==> config.mk <==
export PLATFORM = sky130hd
export DESIGN_NAME = ifetch_unit_flat
export DESIGN_NICKNAME = d
export VERILOG_FILES = /design/src/rtl/ifetch_unit_if.sv /design/src/rtl/ifetch_unit.sv /design/src/flat_wrapper.sv
export SDC_FILE = /design/constraint.sdc
export NUM_CORES = 1
export LEC_CHECK = 0
export BUFFER_PORTS_ARGS = -buffer_cell sky130_fd_sc_hd__buf_2
export CORE_UTILIZATION = 54
export DETAILED_ROUTE_END_ITERATION = 7
export PLACE_DENSITY = 0.83
export SLEW_MARGIN = 0
export SYNTH_ARGS = -nofsm -noshare
export SYNTH_HDL_FRONTEND = slang
export SYNTH_SLANG_ARGS = --single-unit
==> constraint.sdc <==
create_clock -name clk_i -period 5.29 [get_ports clk_i]
set_input_delay 0.2645 -clock clk_i [delete_from_list [all_inputs] [get_ports clk_i]]
set_output_delay 0.2645 -clock clk_i [all_outputs]
set_load 0.02 [all_outputs]
==> src/rtl/ifetch_unit_if.sv <==
// ----------------------------------------------------------------------------
// ifetch_unit_if
//   Bundles the instruction-memory request/response channel and the
//   decode-side instruction queue handshake of the fetch unit.
//
//   master : the fetch unit (drives imem request, presents instructions)
//   slave  : memory + decode environment (acks, returns data, consumes,
//            redirects)
//
//   imem_req     fetch request to instruction memory
//   imem_addr    word-aligned fetch address
//   imem_ack     memory accepts the request this cycle
//   imem_rvalid  response data valid this cycle
//   imem_rdata   instruction word
//   inst_valid   queue head holds an instruction
//   inst         queue head instruction
//   inst_pc      PC of the queue head
//   inst_ready   decode consumes the head
//   redirect     branch/jump taken
//   redirect_pc  new fetch target
// ----------------------------------------------------------------------------
interface ifetch_unit_if;
    logic        imem_req;
    logic [31:0] imem_addr;
    logic        imem_ack;
    logic        imem_rvalid;
    logic [31:0] imem_rdata;
    logic        inst_valid;
    logic [31:0] inst;
    logic [31:0] inst_pc;
    logic        inst_ready;
    logic        redirect;
    logic [31:0] redirect_pc;

    modport master (
        output imem_req,
        output imem_addr,
        input  imem_ack,
        input  imem_rvalid,
        input  imem_rdata,
        output inst_valid,
        output inst,
        output inst_pc,
        input  inst_ready,
        input  redirect,
        input  redirect_pc
    );

    modport slave (
        input  imem_req,
        input  imem_addr,
        output imem_ack,
        output imem_rvalid,
        output imem_rdata,
        input  inst_valid,
        input  inst,
        input  inst_pc,
        output inst_ready,
        output redirect,
        output redirect_pc
    );
endinterface

==> src/rtl/ifetch_unit.sv <==
// ----------------------------------------------------------------------------
// ifetch_unit
//   Instruction fetch unit: issues one word fetch at a time to instruction
//   memory, pushes returned words with their fetch address into a small
//   instruction queue, and presents the queue head to decode.
//
//   Parameters
//     RESET_PC  first fetch address after reset
//     DEPTH     instruction queue entries (power of two, 2..8)
//
//   Ports
//     clk_i     clock, all state on rising edge
//     rst_ni    asynchronous active-low reset
//     bus       ifetch_unit_if.master (imem request/response, inst queue,
//               redirect)
//
//   Build option
//     IFU_REDIRECT_EN  when defined, redirect/redirect_pc flush the queue,
//                      retarget fetch and drop the in-flight response.
//                      When undefined both inputs are ignored.
//
//   State   | meaning
//   --------+-------------------------------------------------------------
//   S_IDLE  | no request active; waits for a free queue slot
//   S_REQ   | imem_req high with a stable address, waiting for imem_ack
//   S_WAIT  | request accepted, waiting for imem_rvalid
// ----------------------------------------------------------------------------
module ifetch_unit #(
    parameter logic [31:0] RESET_PC = 32'h0000_3000,
    parameter int          DEPTH    = 2
) (
    input  logic          clk_i,
    input  logic          rst_ni,
    ifetch_unit_if.master bus
);

    localparam int             PW      = $clog2(DEPTH);
    localparam int             CW      = PW + 1;
    localparam logic [CW-1:0]  DEPTH_C = CW'(DEPTH);

    typedef enum logic [1:0] {
        S_IDLE = 2'd0,
        S_REQ  = 2'd1,
        S_WAIT = 2'd2
    } state_t;

    state_t          state_q, state_d;
    logic [31:0]     fetch_pc_q, fetch_pc_d;
    logic [31:0]     addr_q, addr_d;
    logic            discard_q, discard_d;
    logic [PW-1:0]   wr_ptr_q, wr_ptr_d;
    logic [PW-1:0]   rd_ptr_q, rd_ptr_d;
    logic [CW-1:0]   count_q, count_d;

    logic [31:0]     data_mem [DEPTH];
    logic [31:0]     pc_mem   [DEPTH];

    logic            redir;
    logic [31:0]     redir_pc;
    logic            rsp_take;
    logic            push;
    logic            pop;
    logic [CW-1:0]   free_slots;

`ifdef IFU_REDIRECT_EN
    assign redir    = bus.redirect;
    assign redir_pc = {bus.redirect_pc[31:2], 2'b00};
`else
    assign redir    = 1'b0;
    assign redir_pc = '0;
`endif

    // The slot reserved by an in-flight request counts as used.
    assign free_slots = DEPTH_C - count_q - {{(CW-1){1'b0}}, (state_q == S_WAIT)};

    // ------------------------------------------------------------------
    // Queue bookkeeping
    // ------------------------------------------------------------------
    always_comb begin
        rsp_take = (state_q == S_WAIT) && bus.imem_rvalid;
        // A response is dropped if it belongs to a redirected-away fetch,
        // or if a redirect lands on the very cycle it returns.
        push     = rsp_take && !discard_q && !redir;
        // A redirect flushes the queue, so a same-cycle pop is void.
        pop      = (count_q != '0) && bus.inst_ready && !redir;

        wr_ptr_d = wr_ptr_q;
        rd_ptr_d = rd_ptr_q;
        count_d  = count_q;

        if (redir) begin
            wr_ptr_d = '0;
            rd_ptr_d = '0;
            count_d  = '0;
        end else begin
            if (push) wr_ptr_d = wr_ptr_q + PW'(1);
            if (pop)  rd_ptr_d = rd_ptr_q + PW'(1);
            if (push && !pop) begin
                count_d = count_q + CW'(1);
            end else if (!push && pop) begin
                count_d = count_q - CW'(1);
            end
        end
    end

    // ------------------------------------------------------------------
    // Fetch FSM next state
    // ------------------------------------------------------------------
    always_comb begin
        state_d    = state_q;
        fetch_pc_d = fetch_pc_q;
        addr_d     = addr_q;
        discard_d  = discard_q;

        case (state_q)
            S_IDLE: begin
                if (free_slots != '0) state_d = S_REQ;
            end
            S_REQ: begin
                if (bus.imem_ack) state_d = S_WAIT;
            end
            S_WAIT: begin
                if (bus.imem_rvalid) begin
                    discard_d = 1'b0;
                    // Go straight back to REQ when the queue still has room
                    // after this cycle's push/pop: one word per two cycles.
                    state_d   = (count_d < DEPTH_C) ? S_REQ : S_IDLE;
                end
            end
            default: state_d = S_IDLE;
        endcase

        if (push) fetch_pc_d = fetch_pc_q + 32'd4;

        if (redir) begin
            fetch_pc_d = redir_pc;
            // Mark the outstanding transaction stale. A response arriving in
            // this same cycle is already dropped above, so nothing remains.
            if (state_q == S_REQ || (state_q == S_WAIT && !bus.imem_rvalid)) begin
                discard_d = 1'b1;
            end
        end

        // The request address is captured only on entry to REQ, so a
        // redirect while waiting for ack keeps presenting the old address.
        if (state_d == S_REQ && state_q != S_REQ) addr_d = fetch_pc_d;
    end

    // ------------------------------------------------------------------
    // State registers
    // ------------------------------------------------------------------
    always_ff @(posedge clk_i or negedge rst_ni) begin
        if (!rst_ni) begin
            state_q    <= S_IDLE;
            fetch_pc_q <= RESET_PC;
            addr_q     <= RESET_PC;
            discard_q  <= 1'b0;
            wr_ptr_q   <= '0;
            rd_ptr_q   <= '0;
            count_q    <= '0;
        end else begin
            state_q    <= state_d;
            fetch_pc_q <= fetch_pc_d;
            addr_q     <= addr_d;
            discard_q  <= discard_d;
            wr_ptr_q   <= wr_ptr_d;
            rd_ptr_q   <= rd_ptr_d;
            count_q    <= count_d;
        end
    end

    // Queue storage needs no reset: an entry is only visible once counted.
    always_ff @(posedge clk_i) begin
        if (push) begin
            data_mem[wr_ptr_q] <= bus.imem_rdata;
            pc_mem[wr_ptr_q]   <= addr_q;
        end
    end

    // ------------------------------------------------------------------
    // Outputs
    // ------------------------------------------------------------------
    assign bus.imem_req   = (state_q == S_REQ);
    assign bus.imem_addr  = addr_q;
    assign bus.inst_valid = (count_q != '0);
    assign bus.inst       = bus.inst_valid ? data_mem[rd_ptr_q] : 32'd0;
    assign bus.inst_pc    = bus.inst_valid ? pc_mem[rd_ptr_q]   : 32'd0;

endmodule

==> src/flat_wrapper.sv <==
// flat-port wrapper written by rule: the top's interface ports become plain ports
module ifetch_unit_flat 
#(
    parameter logic [31:0] RESET_PC = 32'h0000_3000,
    parameter int          DEPTH    = 2
)
  (clk_i, rst_ni, bus_imem_req, bus_imem_addr, bus_imem_ack, bus_imem_rvalid, bus_imem_rdata, bus_inst_valid, bus_inst, bus_inst_pc, bus_inst_ready, bus_redirect, bus_redirect_pc);
  ifetch_unit_if bus_i ();
  input  logic clk_i;
  input  logic rst_ni;
  output wire logic [$bits(bus_i.imem_req)-1:0] bus_imem_req;
  output wire logic [$bits(bus_i.imem_addr)-1:0] bus_imem_addr;
  input wire logic [$bits(bus_i.imem_ack)-1:0] bus_imem_ack;
  input wire logic [$bits(bus_i.imem_rvalid)-1:0] bus_imem_rvalid;
  input wire logic [$bits(bus_i.imem_rdata)-1:0] bus_imem_rdata;
  output wire logic [$bits(bus_i.inst_valid)-1:0] bus_inst_valid;
  output wire logic [$bits(bus_i.inst)-1:0] bus_inst;
  output wire logic [$bits(bus_i.inst_pc)-1:0] bus_inst_pc;
  input wire logic [$bits(bus_i.inst_ready)-1:0] bus_inst_ready;
  input wire logic [$bits(bus_i.redirect)-1:0] bus_redirect;
  input wire logic [$bits(bus_i.redirect_pc)-1:0] bus_redirect_pc;
  assign bus_imem_req = bus_i.imem_req;
  assign bus_imem_addr = bus_i.imem_addr;
  assign bus_i.imem_ack = bus_imem_ack;
  assign bus_i.imem_rvalid = bus_imem_rvalid;
  assign bus_i.imem_rdata = bus_imem_rdata;
  assign bus_inst_valid = bus_i.inst_valid;
  assign bus_inst = bus_i.inst;
  assign bus_inst_pc = bus_i.inst_pc;
  assign bus_i.inst_ready = bus_inst_ready;
  assign bus_i.redirect = bus_redirect;
  assign bus_i.redirect_pc = bus_redirect_pc;
  ifetch_unit #(.RESET_PC(RESET_PC), .DEPTH(DEPTH)) u_core (.clk_i(clk_i), .rst_ni(rst_ni), .bus(bus_i));
endmodule
======== Yosys cells after proc, flatten, opt, wreduce, memory -nomap -nowiden ========
Memory sizes are Yosys's and may differ from the RTL's.
Cells that the tools add are included.
storage, ports and cells
  register bits ........................... 70
  latch bits .............................. 0
  RAM bits ................................ 128
  bits in read-only memories .............. 0
  input bits .............................. 70
  output and inout bits ................... 98
  word-level logic and storage cells ...... 42
  memories ................................ 2
cells by class
  $add $sub $neg .......................... 7
  $mul .................................... 0
  div/mod/pow operators ................... 0
  order comparisons ....................... 1
  equal/unequal tests ..................... 4
  shift operators ......................... 0
  mux-type cells .......................... 12
  bitwise logic cells ..................... 0
  reductions and logical operators ........ 10
memory list
  memory           words  bits a word  rd ports  clocked after memory_dff  write ports  RTL line           source
  u_core.data_mem  2      32           1         0                         1            ifetch_unit.sv:55  logic [31:0] data_mem [DEPTH];
  u_core.pc_mem    2      32           1         0                         1            ifetch_unit.sv:56  logic [31:0] pc_mem [DEPTH];
operator list
  kind                   count
  $mux 32                3
  $add 32x3->32 const B  1
  $mux 2                 5
  $pmux 2 s3             1
  $logic_and 1x1->1      5
  $eq 2x1->1 const B     2
  $reduce_bool 2->1      2
  $mux 1                 3
  $add 1x1->1 const B    2
  $add 2x1->2 const B    1
  $eq 2x2->1 const B     1
  $logic_not 1->1        2
  $logic_not 2->1        1
  $lt 2x2->1 const B     1
  $ne 2x1->1 const B     1
  $sub 2x1->2            1
  $sub 2x1->2 const B    1
  $sub 2x2->2 const A    1

======== Logic depth before layout (Yosys ltp) ========
Gate-level depths: netlist of run 1.
  word-level depth ........................ 12
  mapped depth ............................ 12
  gate-level depth less buffers ........... 11

======== Least setup slack after synthesis of run 1 ========
No wires, ideal clock.
  kind .................................... register to register
  start point ............................. register u_core.state_q[0]
  end point ............................... memory u_core.data_mem[0][0] (enable)
  setup time .............................. 483 ps
  data arrival time ....................... 3,399 ps
  required time ........................... 4,807 ps
  path slack .............................. 1,408 ps
  stages on the path, launching flop included .. 5
  buffers on the path ..................... 1
  period minus slack after synthesis ...... 3,882 ps
  path through ............................ dfrtp_1 -> and3b_1 -> buf_6 -> inv_4 -> nor2_1
on the way
  longest elaborated chain between the ends .. 4
RTL lines
  what                          RTL line            source
  start, declared               ifetch_unit.sv:47   state_t state_q, state_d;
  start signal, assigned        ifetch_unit.sv:162  state_q <= state_d;
  $eq 2x2->1                    ifetch_unit.sv:80   rsp_take = (state_q == S_WAIT) && bus.imem_rvalid;
  $logic_and 1x1->1             ifetch_unit.sv:80
  $mux 1                        ifetch_unit.sv:174  if (push) begin
  $mux 1 (implied by the code)  ifetch_unit.sv:175  data_mem[wr_ptr_q] <= bus.imem_rdata;
  end, declared                 ifetch_unit.sv:55
No other way between the ends.

======== Worst setup path after layout of run 1 ========
  start point ............................. register u_core.state_q[0]
  end point ............................... register u_core.addr_q[30] (netlist: u_core.bus.imem_addr[30])
on the way
  longest elaborated chain between the ends .. 12
  elaborated cells on any way between the ends .. 21
  those cells by class .................... add/sub (1); order compare (1); eq/ne (4); mux (8); reduce/logical (7)
RTL lines
  what                  RTL line                                                  source
  $eq 2x2->1            ifetch_unit.sv:74, ifetch_unit.sv:80, ifetch_unit.sv:115
  $logic_and 1x1->1     ifetch_unit.sv:80
  $logic_not 1->1       ifetch_unit.sv:100                                        end else if (!push && pop) begin
  $logic_and 1x1->1     ifetch_unit.sv:100
  $mux 2                ifetch_unit.sv:100
  $mux 2                ifetch_unit.sv:98                                         if (push && !pop) begin
  $lt 2x2->1            ifetch_unit.sv:127                                        state_d = (count_d < DEPTH_C) ? S_REQ : S_IDLE;
  $mux 1                ifetch_unit.sv:127
  $mux 2                ifetch_unit.sv:123                                        if (bus.imem_rvalid) begin
  $pmux 2 s3            ifetch_unit.sv:115                                        case (state_q)
  $eq 2x1->1            ifetch_unit.sv:146                                        if (state_d == S_REQ && state_q != S_REQ) addr_d = fetch_pc_d;
  $logic_and 1x1->1     ifetch_unit.sv:146
  end signal, assigned  ifetch_unit.sv:164                                        addr_q <= addr_d;
  end, declared         ifetch_unit.sv:49                                         logic [31:0] addr_q, addr_d;
Several ways; a longest one is shown, not always the timed one.
A chain may end at the register's enable or synchronous reset.

==> results of run 1 <==
metrics by stage:
| stage | cells | power (W) | hold WS (ns) | util [%] |
|---|---|---|---|---|
| 3_5_place_dp | 784 | 0.00332 | 0.456 | 62.2 |
| 2_1_floorplan | 497 | 0.00288 | -0.0311 | - |
| 5_1_grt | 816 | 0.00480 | 0.0104 | 66.8 |
| 6_report | 816 | 0.00458 | 0.0196 | 66.8 |
| 3_3_place_gp | 784 | 0.00328 | 0.453 | 62.2 |
| 4_1_cts | 816 | 0.00463 | 0.0118 | 66.8 |
state kept, by name, indices dropped and copies added (netlist names):
register and count:
u_core.fetch_pc_q 30, u_core.pc_mem 60, u_core.wr_ptr_q 1, u_core.state_q 2, u_core.bus.imem_addr 30, u_core.rd_ptr_q 1
u_core.count_q 2, u_core.data_mem 64
worst register-to-register path: cells and delay by family, from the launching register on:
| family | cells | cell delay, ns |
|---|---|---|
| and+or+nand+nor | 2 | 0.64 |
| AOI/OAI and AO/OA | 2 | 0.59 |
| buffers and inverters | 2 | 0.42 |
| DFF | 1 | 0.41 |
| muxes | 1 | 0.39 |
| adders and majority gates | 1 | 0.23 |
worst min-delay path by stage:
stage,from,endpoint,cells past startpoint
2_1_floorplan,rst_ni,u_core.bus.imem_addr[10]$_DFFE_PN0P_,0
3_3_place_gp,bus_imem_rdata[0],u_core.data_mem[1][0]$_DFFE_PP_,1
3_5_place_dp,bus_imem_rdata[31],u_core.data_mem[0][31]$_DFFE_PP_,1
4_1_cts,bus_imem_rdata[26],u_core.data_mem[0][26]$_DFFE_PP_,1
5_1_grt,bus_imem_rdata[26],u_core.data_mem[0][26]$_DFFE_PP_,1
6_report,rst_ni,u_core.bus.imem_addr[26]$_DFFE_PN0P_,2
cell families (layout without fill, tap and decap cells):
kind of cell / Yosys count / count (layout) / share of synthesized area [%]
AOI/OAI and AO/OA: 8 / 8 / 0.796
other: 1 / 4 / 0.0497
adders and majority gates: 5 / 5 / 0.829
DFF: 190 / 190 / 71.3
and+or+nand+nor: 137 / 137 / 8.91
xor gates and xnor gates: 31 / 31 / 3.60
muxes: 91 / 91 / 12.6
buffers and inverters: 31 / 174 / 1.92
power groups by stage:
stage | Sequential [W] | Clock, W | Combinational, W
floorplan | 0.00184 | 0 | 0.00105
finish | 0.00192 | 0.00131 | 0.00135
global route | 0.00194 | 0.00139 | 0.00147
detailed placement | 0.00196 | 0 | 0.00136
CTS | 0.00193 | 0.00133 | 0.00137
global placement | 0.00195 | 0 | 0.00133
area by class of cell:
cell class	count	area [um^2]	share of cell area (%)
repair buffers	134	681	7.58
clock inverters	15	194	2.16
well taps	176	220	2.45
multi-input cells	276	2050	22.8
flip-flops and latches	190	5380	59.9
inverters	8	32.5	0.362
clock buffers	17	425	4.74
layout by cell type (no fill, tap or decap), drive strengths merged:
cell type and count:
a22oi 1, nor2b 1, o21ai 1, a21o 2
xor2 10, nand2b 1, or4 1, o21a 1
nand3 13, nand2 13, dfrtp 62, and2 3
o31a 1, ha 5, mux2 29, or2 2
clkinv 6, and4 7, and3b 1, mux2i 62
bufinv 4, nand4 9, nor3b 1, a211oi 1
dfstp 4, nor4 2, clkinvlp 4, nor3 5
and3 7, conb 4, edfxtp 124, nor2 70
a221oi 1, inv 9, buf 134, nor4b 1
clkbuf 17, xnor2 21
metal layers:
| layer | global-route usage, % | part of all wire, % | wire (um) | up-vias |
|---|---|---|---|---|
| li1 | - | - | - | 2046 |
| met1 | 24.9 | 42 | 5650 | 2154 |
| met2 | 32.5 | 51 | 6810 | 133 |
| met3 | 4.76 | 5.2 | 687 | 18 |
| met4 | 6.88 | 1.3 | 180 | 0 |
| met5 | 0 | 0 | 0 | - |
==> flow_summary.json, run 1 <==
{
  "slowest_delay_ns": 0.50,
  "crit_path_top_delay_cell": "and3b_1",
  "synth_top_cell_area_share_pct": 49.4,
  "gp_congestion": 0.820,
  "rows": 42,
  "avgSynthCellArea_um2": 15.3,
  "fin_area_mm2": 0.00898,
  "coreArea_mm2": 0.0135,
  "hold_viol_final": 0,
  "clock_path_buffers": 2,
  "cts_resized": 0,
  "reg2reg_from": "u_core.state_q[0]$_DFF_PN0_",
  "fin_ws_ns": 2.49,
  "syn_to_final_growth_pct": 19.1,
  "crit_end": "u_core.bus.imem_addr[30]$_DFFE_PN0P_",
  "synth_edf_count": 124,
  "wl_um": 13300,
  "setup_viol": 0,
  "switching_share_pct": 33.5,
  "cts_sinks": 190,
  "grt_max_degree": 67,
  "ff2ff_setup_slack_ns": 2.49,
  "num_vias": 4351,
  "boundaryPins": 168,
  "drv_cap": 0,
  "insertion_delay_ns": 0.42,
  "synth_cells": 494,
  "cp_max_fo": 31,
  "path_cells": "and3b_1 > inv_4 > ha_1 > nor3b_1 > a211oi_1 > a22oi_2 > buf_4 > mux2_1",
  "htreeDepth": 4,
  "grt_overflow": 0,
  "drt-initial-drc-count": 222,
  "die_x_um": 120,
  "yosysWarnings": 0,
  "synthArstFlopShare_pct": 34.7,
  "rsz0062_at_grt": "no",
  "cts_tree": "done",
  "internal_power_w": 0.00305,
  "fin_skew_ns": 0.00558,
  "cts_setup_buffers": 0,
  "yosysUniqueCellTypes": 41,
  "grt_pass1_vias": 4365,
  "min_period_ns": 2.80,
  "synth-seq-area-share_pct": 71.3,
  "die_y_um": 120,
  "grt_pass1_wl_um": 21400,
  "fin_nets": 702,
  "synth_area_mm2": 0.00754,
  "synth_commonest_cells": "edfxtp_1 (124), nor2_1 (70), dfrtp_1 (62), mux2i_1 (62), mux2_2 (25)",
  "synth_seq_cells": 190,
  "hold_class": "primary input to asynchronous set/reset pin",
  "tightest_slew_ns": 1.12,
  "placed_area_mm2": 0.00836,
  "path_delay_family": "simple AND/OR/NAND/NOR gates",
  "n_fill_cell": 984,
  "routedWlPerCell_um": 16.3,
  "slew_headroom_pct": 25.4,
  "clk_pin_slew_ns": 0.07,
  "setup.worst_path.class": "register to register",
  "finalSetupTns_ns": 0,
  "pwr-share-comb_pct": 29.4,
  "crit_start": "u_core.state_q[0]$_DFF_PN0_",
  "die_area_mm2": 0.0144,
  "dpl.hpwl_um": 8350,
  "numCtsBuffers": 17,
  "seq_power_share_pct": 42.0,
  "cp.arrival_ns": 3.10,
  "required_ns": 5.59,
  "place_ws_ns": 2.57,
  "clock.fmax_ghz": 0.357,
  "synth_flop_cell": "edfxtp_1",
  "drive_gt1_share_pct": 31.7,
  "static-leakage-power_nw": 3.96,
  "peakVddDrop_v": 0.000285,
  "postCtsHoldBufs": 0,
  "power_switching_w": 0.00153,
  "cp_num_cells": 8,
  "path_buf_inv": 2,
  "antenna_found_initial": 0,
  "power_density_mw_per_mm2": 510,
  "globalRouteTotalUtil_pct": 19.5,
  "first_pass_iters": 4,
  "rr_worst_depth": 8,
  "clkPwrFrac_pct": 28.6,
  "slew_viol_final": 0,
  "cts_root_buf": "clkbuf_16",
  "antenna_cells": 0,
  "status": "finished clean",
  "start_util_pct": 56.1,
  "port_buffers": 130,
  "fin_crit_sh_pct": 53.0,
  "endpoint_kind": "register",
  "vias_per_cell": 5.33,
  "worstReg2RegEnd": "u_core.bus.imem_addr[30]$_DFFE_PN0P_",
  "synth.area.top_cells": "edfxtp_1 (49%), dfrtp_1 (21%), mux2i_1 (8.2%)",
  "synth_most_common_cell": "edfxtp_1",
  "synth_top_area_cell": "edfxtp_1",
  "route.antenna.remaining_nets": 0,
  "critical_path.startpoint_type": "register",
  "drc_errors": 0
}
Power figures use the tool's default switching activity.
==> inputs of run 2 (changes only) <==
- CORE_UTILIZATION: 54 -> 49
- PLACE_DENSITY: 0.83 -> 0.79
- clock period: 5.29 -> 2.35 ns (I/O delays scaled with it)
==> flow_summary.json, run 2 (synthesized netlist as in run 1, its figures left out) <==
{
  "die_x_um": 126,
  "status": "finished clean",
  "grt_pass1_vias": 4718,
  "num_vias": 4584,
  "grt_max_degree": 63,
  "cts_tree": "done",
  "rows": 44,
  "layout_commonest_cell": "buf_2",
  "static-leakage-power_nw": 4.21,
  "htreeDepth": 4,
  "antenna_found_initial": 0,
  "globalRouteTotalUtil_pct": 19.7,
  "n_fill_cell": 1069,
  "grt_pass1_wl_um": 23800,
  "fin_nets": 752,
  "slew_headroom_pct": 54.7,
  "die_area_mm2": 0.0159,
  "boundaryPins": 168,
  "finalSetupTns_ns": 0,
  "drt-initial-drc-count": 228,
  "crit_path_top_delay_cell": "dfrtp_1",
  "path_buf_inv": 5,
  "cp.arrival_ns": 2.59,
  "coreArea_mm2": 0.0148,
  "clock_path_buffers": 2,
  "die_y_um": 126,
  "ff2ff_setup_slack_ns": 0.07,
  "final_core_util_pct": 64.7,
  "vias_per_cell": 5.24,
  "antenna_cells": 0,
  "place_inst": 802,
  "critical_path.startpoint_type": "register",
  "cts_sinks": 190,
  "numCtsBuffers": 17,
  "path_cells": "inv_2 > ha_4 > inv_2 > nand2_2 > inv_1 > ha_2 > nor3b_2 > a211oi_2 > a22oi_2 > buf_6 > buf_16 > mux2_1",
  "drv_cap": 0,
  "layout_common_cells": "buf_2 (130), edfxtp_1 (124), nor2_1 (68)",
  "min_period_ns": 2.28,
  "drc_errors": 0,
  "route.antenna.remaining_nets": 0,
  "hold_viol_final": 0,
  "port_buffers": 130,
  "clk_pin_slew_ns": 0.07,
  "finalNonFillerCells": 874,
  "endpoint_kind": "register",
  "tightest_slew_ns": 0.679,
  "peakVddDrop_v": 0.000507,
  "first_pass_iters": 4,
  "wl_um": 14800,
  "syn_to_final_growth_pct": 26.5,
  "cts_root_buf": "clkbuf_16",
  "grt_overflow": 0,
  "finalPower_w": 0.0107,
  "hold_slack_ns": 0.0423,
  "path_delay_family": "buffers and inverters",
  "drive_gt1_share_pct": 33.2,
  "required_ns": 2.66,
  "power_density_mw_per_mm2": 1120,
  "setup.worst_path.class": "register to register",
  "start_util_pct": 51.1,
  "dpl.hpwl_um": 9160,
  "largestRegisters": "u_core.data_mem x64, u_core.pc_mem x60",
  "setup_viol": 0,
  "gp_congestion": 0.781,
  "fin_crit_sh_pct": 96.9,
  "fin_skew_ns": 0.00943,
  "largest_reg_flops": 64,
  "clock.fmax_ghz": 0.439,
  "slowest_delay_ns": 0.39,
  "crit_path_frequent_cell": "inv_2",
  "cp_max_fo": 15,
  "slew_viol_final": 0,
  "routedWlPerCell_um": 17.0,
  "hold_class": "primary input to register",
  "insertion_delay_ns": 0.43,
  "largest_register": "u_core.data_mem"
}
==> run 2: where the power goes <==
| group | internal, W | switching (W) |
|---|---|---|
| sequential | 0.00390 | 0.000272 |
| combinational | 0.00147 | 0.00218 |
| clock | 0.00166 | 0.00121 |
==> run 2: area by class of cell <==
class / count / area [um^2] / area share (%)
well taps: 184 / 230 / 2.41
clock buffers: 21 / 470 / 4.93
flip-flops and latches: 190 / 5380 / 56.4
clock inverters: 11 / 130 / 1.36
multi-input cells: 276 / 2080 / 21.8
inverters: 8 / 32.5 / 0.341
repair buffers: 184 / 1220 / 12.8
==> run 2: worst paths after layout <==
check	to	depth (start not counted)	start
max reg2reg	u_core.bus.imem_addr[28]$_DFFE_PN0P_	12	u_core.count_q[0]$_DFFE_PN0P_
max	u_core.bus.imem_addr[28]$_DFFE_PN0P_	12	u_core.count_q[0]$_DFFE_PN0P_
min in group asynchronous	u_core.bus.imem_addr[25]$_DFFE_PN0P_	2	rst_ni
min reg2reg	u_core.pc_mem[1][5]$_DFFE_PP_	0	u_core.bus.imem_addr[5]$_DFFE_PN0P_
min	u_core.rd_ptr_q$_DFFE_PN0P_	4	bus_inst_ready
max in group asynchronous	u_core.bus.imem_addr[2]$_DFFE_PN0P_	4	rst_ni
==> run 2: metal layers <==
layer / vias up / GRT usage, % / wire length (um) / share of wire, %
li1: 2153 / - / - / -
met1: 2298 / 24.0 / 6430 / 43
met2: 119 / 34.2 / 7590 / 51
met3: 14 / 5.31 / 640 / 4.3
met4: 0 / 6.66 / 181 / 1.2
met5: - / 0 / 0 / 0
==> run 2: per-stage QoR <==
step / instance area (um^2) / setup slack (ns)
4_1_cts: 9520 / 0.0120
3_5_place_dp: 8500 / -0.0536
6_report: 9540 / 0.0738
2_1_floorplan: 7580 / -0.0364
3_3_place_gp: 8500 / 0.0966
5_1_grt: 9540 / -0.0147
==> run 2: tightest hold or removal path, stage by stage <==
cell and delay, ns:
buf_2 0.08, nand2_2 0.06, inv_1 0.09, xor2_1 0.08
==> run 2: what timing repair did <==
item	in CTS	in global routing
endpoints found under the hold margin	82	0
resized for setup	6	5
setup buffers	3	1
cloned	1	0
hold buffers	35	0
setup endpoints to repair	29	4
pin swaps	2	2
==> inputs of run 3 (changes only) <==
- CORE_UTILIZATION: 49 -> 54
- GPL_ROUTABILITY_DRIVEN: unset -> 1
- PLACE_DENSITY: 0.79 -> 0.8
- clock period: 2.35 -> 2.2 ns (I/O delays scaled with it)
==> flow_summary.json, run 3 (synthesized netlist as in run 1, its figures left out) <==
{
  "crit_path_frequent_cell": "ha_4",
  "fin_nets": 765,
  "finalSetupTns_ns": -0.311,
  "peakVddDrop_v": 0.000651,
  "drv_cap": 0,
  "slew_headroom_pct": 55.4,
  "setup.worst_path.class": "register to register",
  "endpoint_kind": "register",
  "crit_path_top_delay_cell": "dfrtp_1",
  "routedWlPerCell_um": 17.6,
  "cts_root_buf": "clkbuf_16",
  "slowest_delay_ns": 0.40,
  "antenna_found_initial": 0,
  "die_x_um": 120,
  "largestRegisters": "u_core.data_mem x64, u_core.pc_mem x60",
  "port_buffers": 130,
  "grt_pass1_vias": 4870,
  "drive_gt1_share_pct": 35.3,
  "coreArea_mm2": 0.0135,
  "antenna_cells": 0,
  "htreeDepth": 4,
  "path_delay_family": "buffers and inverters",
  "grt_overflow": 0,
  "drt-initial-drc-count": 325,
  "clock_path_buffers": 2,
  "rows": 42,
  "hold_class": "primary input to register",
  "fin_ws_ns": -0.0346,
  "num_vias": 4693,
  "critical_path.startpoint_type": "register",
  "globalRouteTotalUtil_pct": 22.4,
  "status": "finished, violations left",
  "cp.arrival_ns": 2.54,
  "dpl.hpwl_um": 9100,
  "die_y_um": 120,
  "min_period_ns": 2.23,
  "grt_max_degree": 63,
  "vias_per_cell": 5.34,
  "wl_um": 15500,
  "required_ns": 2.51,
  "boundaryPins": 168,
  "layout_commonest_cell": "buf_2",
  "min_path_cells": 3,
  "hold_viol_final": 0,
  "power_density_mw_per_mm2": 1220,
  "numCtsBuffers": 17,
  "start_util_pct": 56.1,
  "drc_errors": 0,
  "insertion_delay_ns": 0.43,
  "first_pass_iters": 5,
  "cts_tree": "done",
  "cts_sinks": 190,
  "static-leakage-power_nw": 4.31,
  "violations": "negative setup slack",
  "path_buf_inv": 5,
  "route.antenna.remaining_nets": 0,
  "setup_viol": 19,
  "slew_viol_final": 0,
  "path_cells": "inv_2 > ha_4 > inv_8 > nand2_8 > inv_6 > ha_4 > nor3b_4 > a211oi_2 > a22oi_2 > buf_6 > buf_12 > mux2_4",
  "fin_area_mm2": 0.00977,
  "placed_area_mm2": 0.00859,
  "layout_common_cells": "buf_2 (130), edfxtp_1 (124), nor2_1 (68)",
  "syn_to_final_growth_pct": 29.5,
  "grt_pass1_wl_um": 24300,
  "rsz0062_at_grt": "yes",
  "cp_num_cells": 12,
  "cp_max_fo": 8,
  "fin_crit_sh_pct": 102,
  "largest_reg_flops": 64,
  "gp_congestion": 0.811,
  "fin_skew_ns": 0.0102,
  "die_area_mm2": 0.0144,
  "clk_pin_slew_ns": 0.07,
  "largest_register": "u_core.data_mem",
  "tightest_slew_ns": 0.669,
  "rr_worst_depth": 12,
  "clock.fmax_ghz": 0.448
}
[run 3: final cells by class]
class / instances / area (um^2)
clock inverters: 15 / 184
clock buffers: 17 / 425
well taps: 176 / 220
repair buffers: 197 / 1380
fillers: 869 / 3680
flip-flops and latches: 190 / 5380
multi-input cells: 276 / 2140
inverters: 8 / 45.0
[run 3: metrics by stage]
| stage | hold slack, ns | setup slack [ns] | utilization, % | power [W] | cells |
|---|---|---|---|---|---|
| floorplan | -0.186 | -0.0192 | - | 0.00708 | 497 |
| global placement | 0.133 | 0.0286 | 63.8 | 0.00815 | 799 |
| detailed placement | 0.160 | -0.0697 | 63.8 | 0.00824 | 799 |
| CTS | 0.0128 | 0.0104 | 71.6 | 0.0117 | 871 |
| global route | 0.0354 | -0.110 | 72.6 | 0.0124 | 879 |
| finish | 0.0369 | -0.0346 | 72.6 | 0.0119 | 879 |
[run 3: path summary, 6_finish.rpt]
check,startpoint,to,slack (ns)
max,u_core.count_q[0]$_DFFE_PN0P_,u_core.bus.imem_addr[24]$_DFFE_PN0P_,-0.03
min,bus_imem_ack,u_core.state_q[0]$_DFF_PN0_,0.04
max reg2reg,u_core.count_q[0]$_DFFE_PN0P_,u_core.bus.imem_addr[24]$_DFFE_PN0P_,-0.03
min reg2reg,u_core.bus.imem_addr[16]$_DFFE_PN0P_,u_core.pc_mem[0][16]$_DFFE_PP_,0.49
max in group asynchronous,rst_ni,u_core.fetch_pc_q[12]$_DFF_PN1_,1.25
min in group asynchronous,rst_ni,u_core.bus.imem_addr[26]$_DFFE_PN0P_,0.23
[run 3: worst register-to-register path, stage by stage, from the launching register on]
cell,delay [ns]
dfrtp_1,0.40
inv_2,0.09
ha_4,0.16
inv_8,0.04
nand2_8,0.07
inv_6,0.04
ha_4,0.15
nor3b_4,0.14
a211oi_2,0.27
a22oi_2,0.13
buf_6,0.17
buf_12,0.15
mux2_4,0.30
[run 3: timing repair]
action / CTS / global route
endpoints found under the setup margin: 46 / 41
endpoints found under the hold margin: 89 / 0
hold buffers: 35 / 0
buffers inserted: 4 / 6
resized for setup: 8 / 9
pin swaps: 0 / 5
gates cloned: 1 / 2
[run 3: report_power, final]
| group | leakage (nW) | internal (W) | switching (W) |
|---|---|---|---|
| combinational | 2.03 | 0.00186 | 0.00247 |
| sequential | 1.99 | 0.00417 | 0.000285 |
| clock | 0.292 | 0.00181 | 0.00131 |
| total | 4.31 | 0.00783 | 0.00406 |
[run 3: layer usage]
| metal | GRT usage (%) | wire length, um | up-vias |
|---|---|---|---|
| li1 | - | - | 2179 |
| met1 | 26.5 | 6390 | 2325 |
| met2 | 39.5 | 8010 | 160 |
| met3 | 4.43 | 752 | 29 |
| met4 | 9.69 | 333 | 0 |
| met5 | 0 | 0 | - |
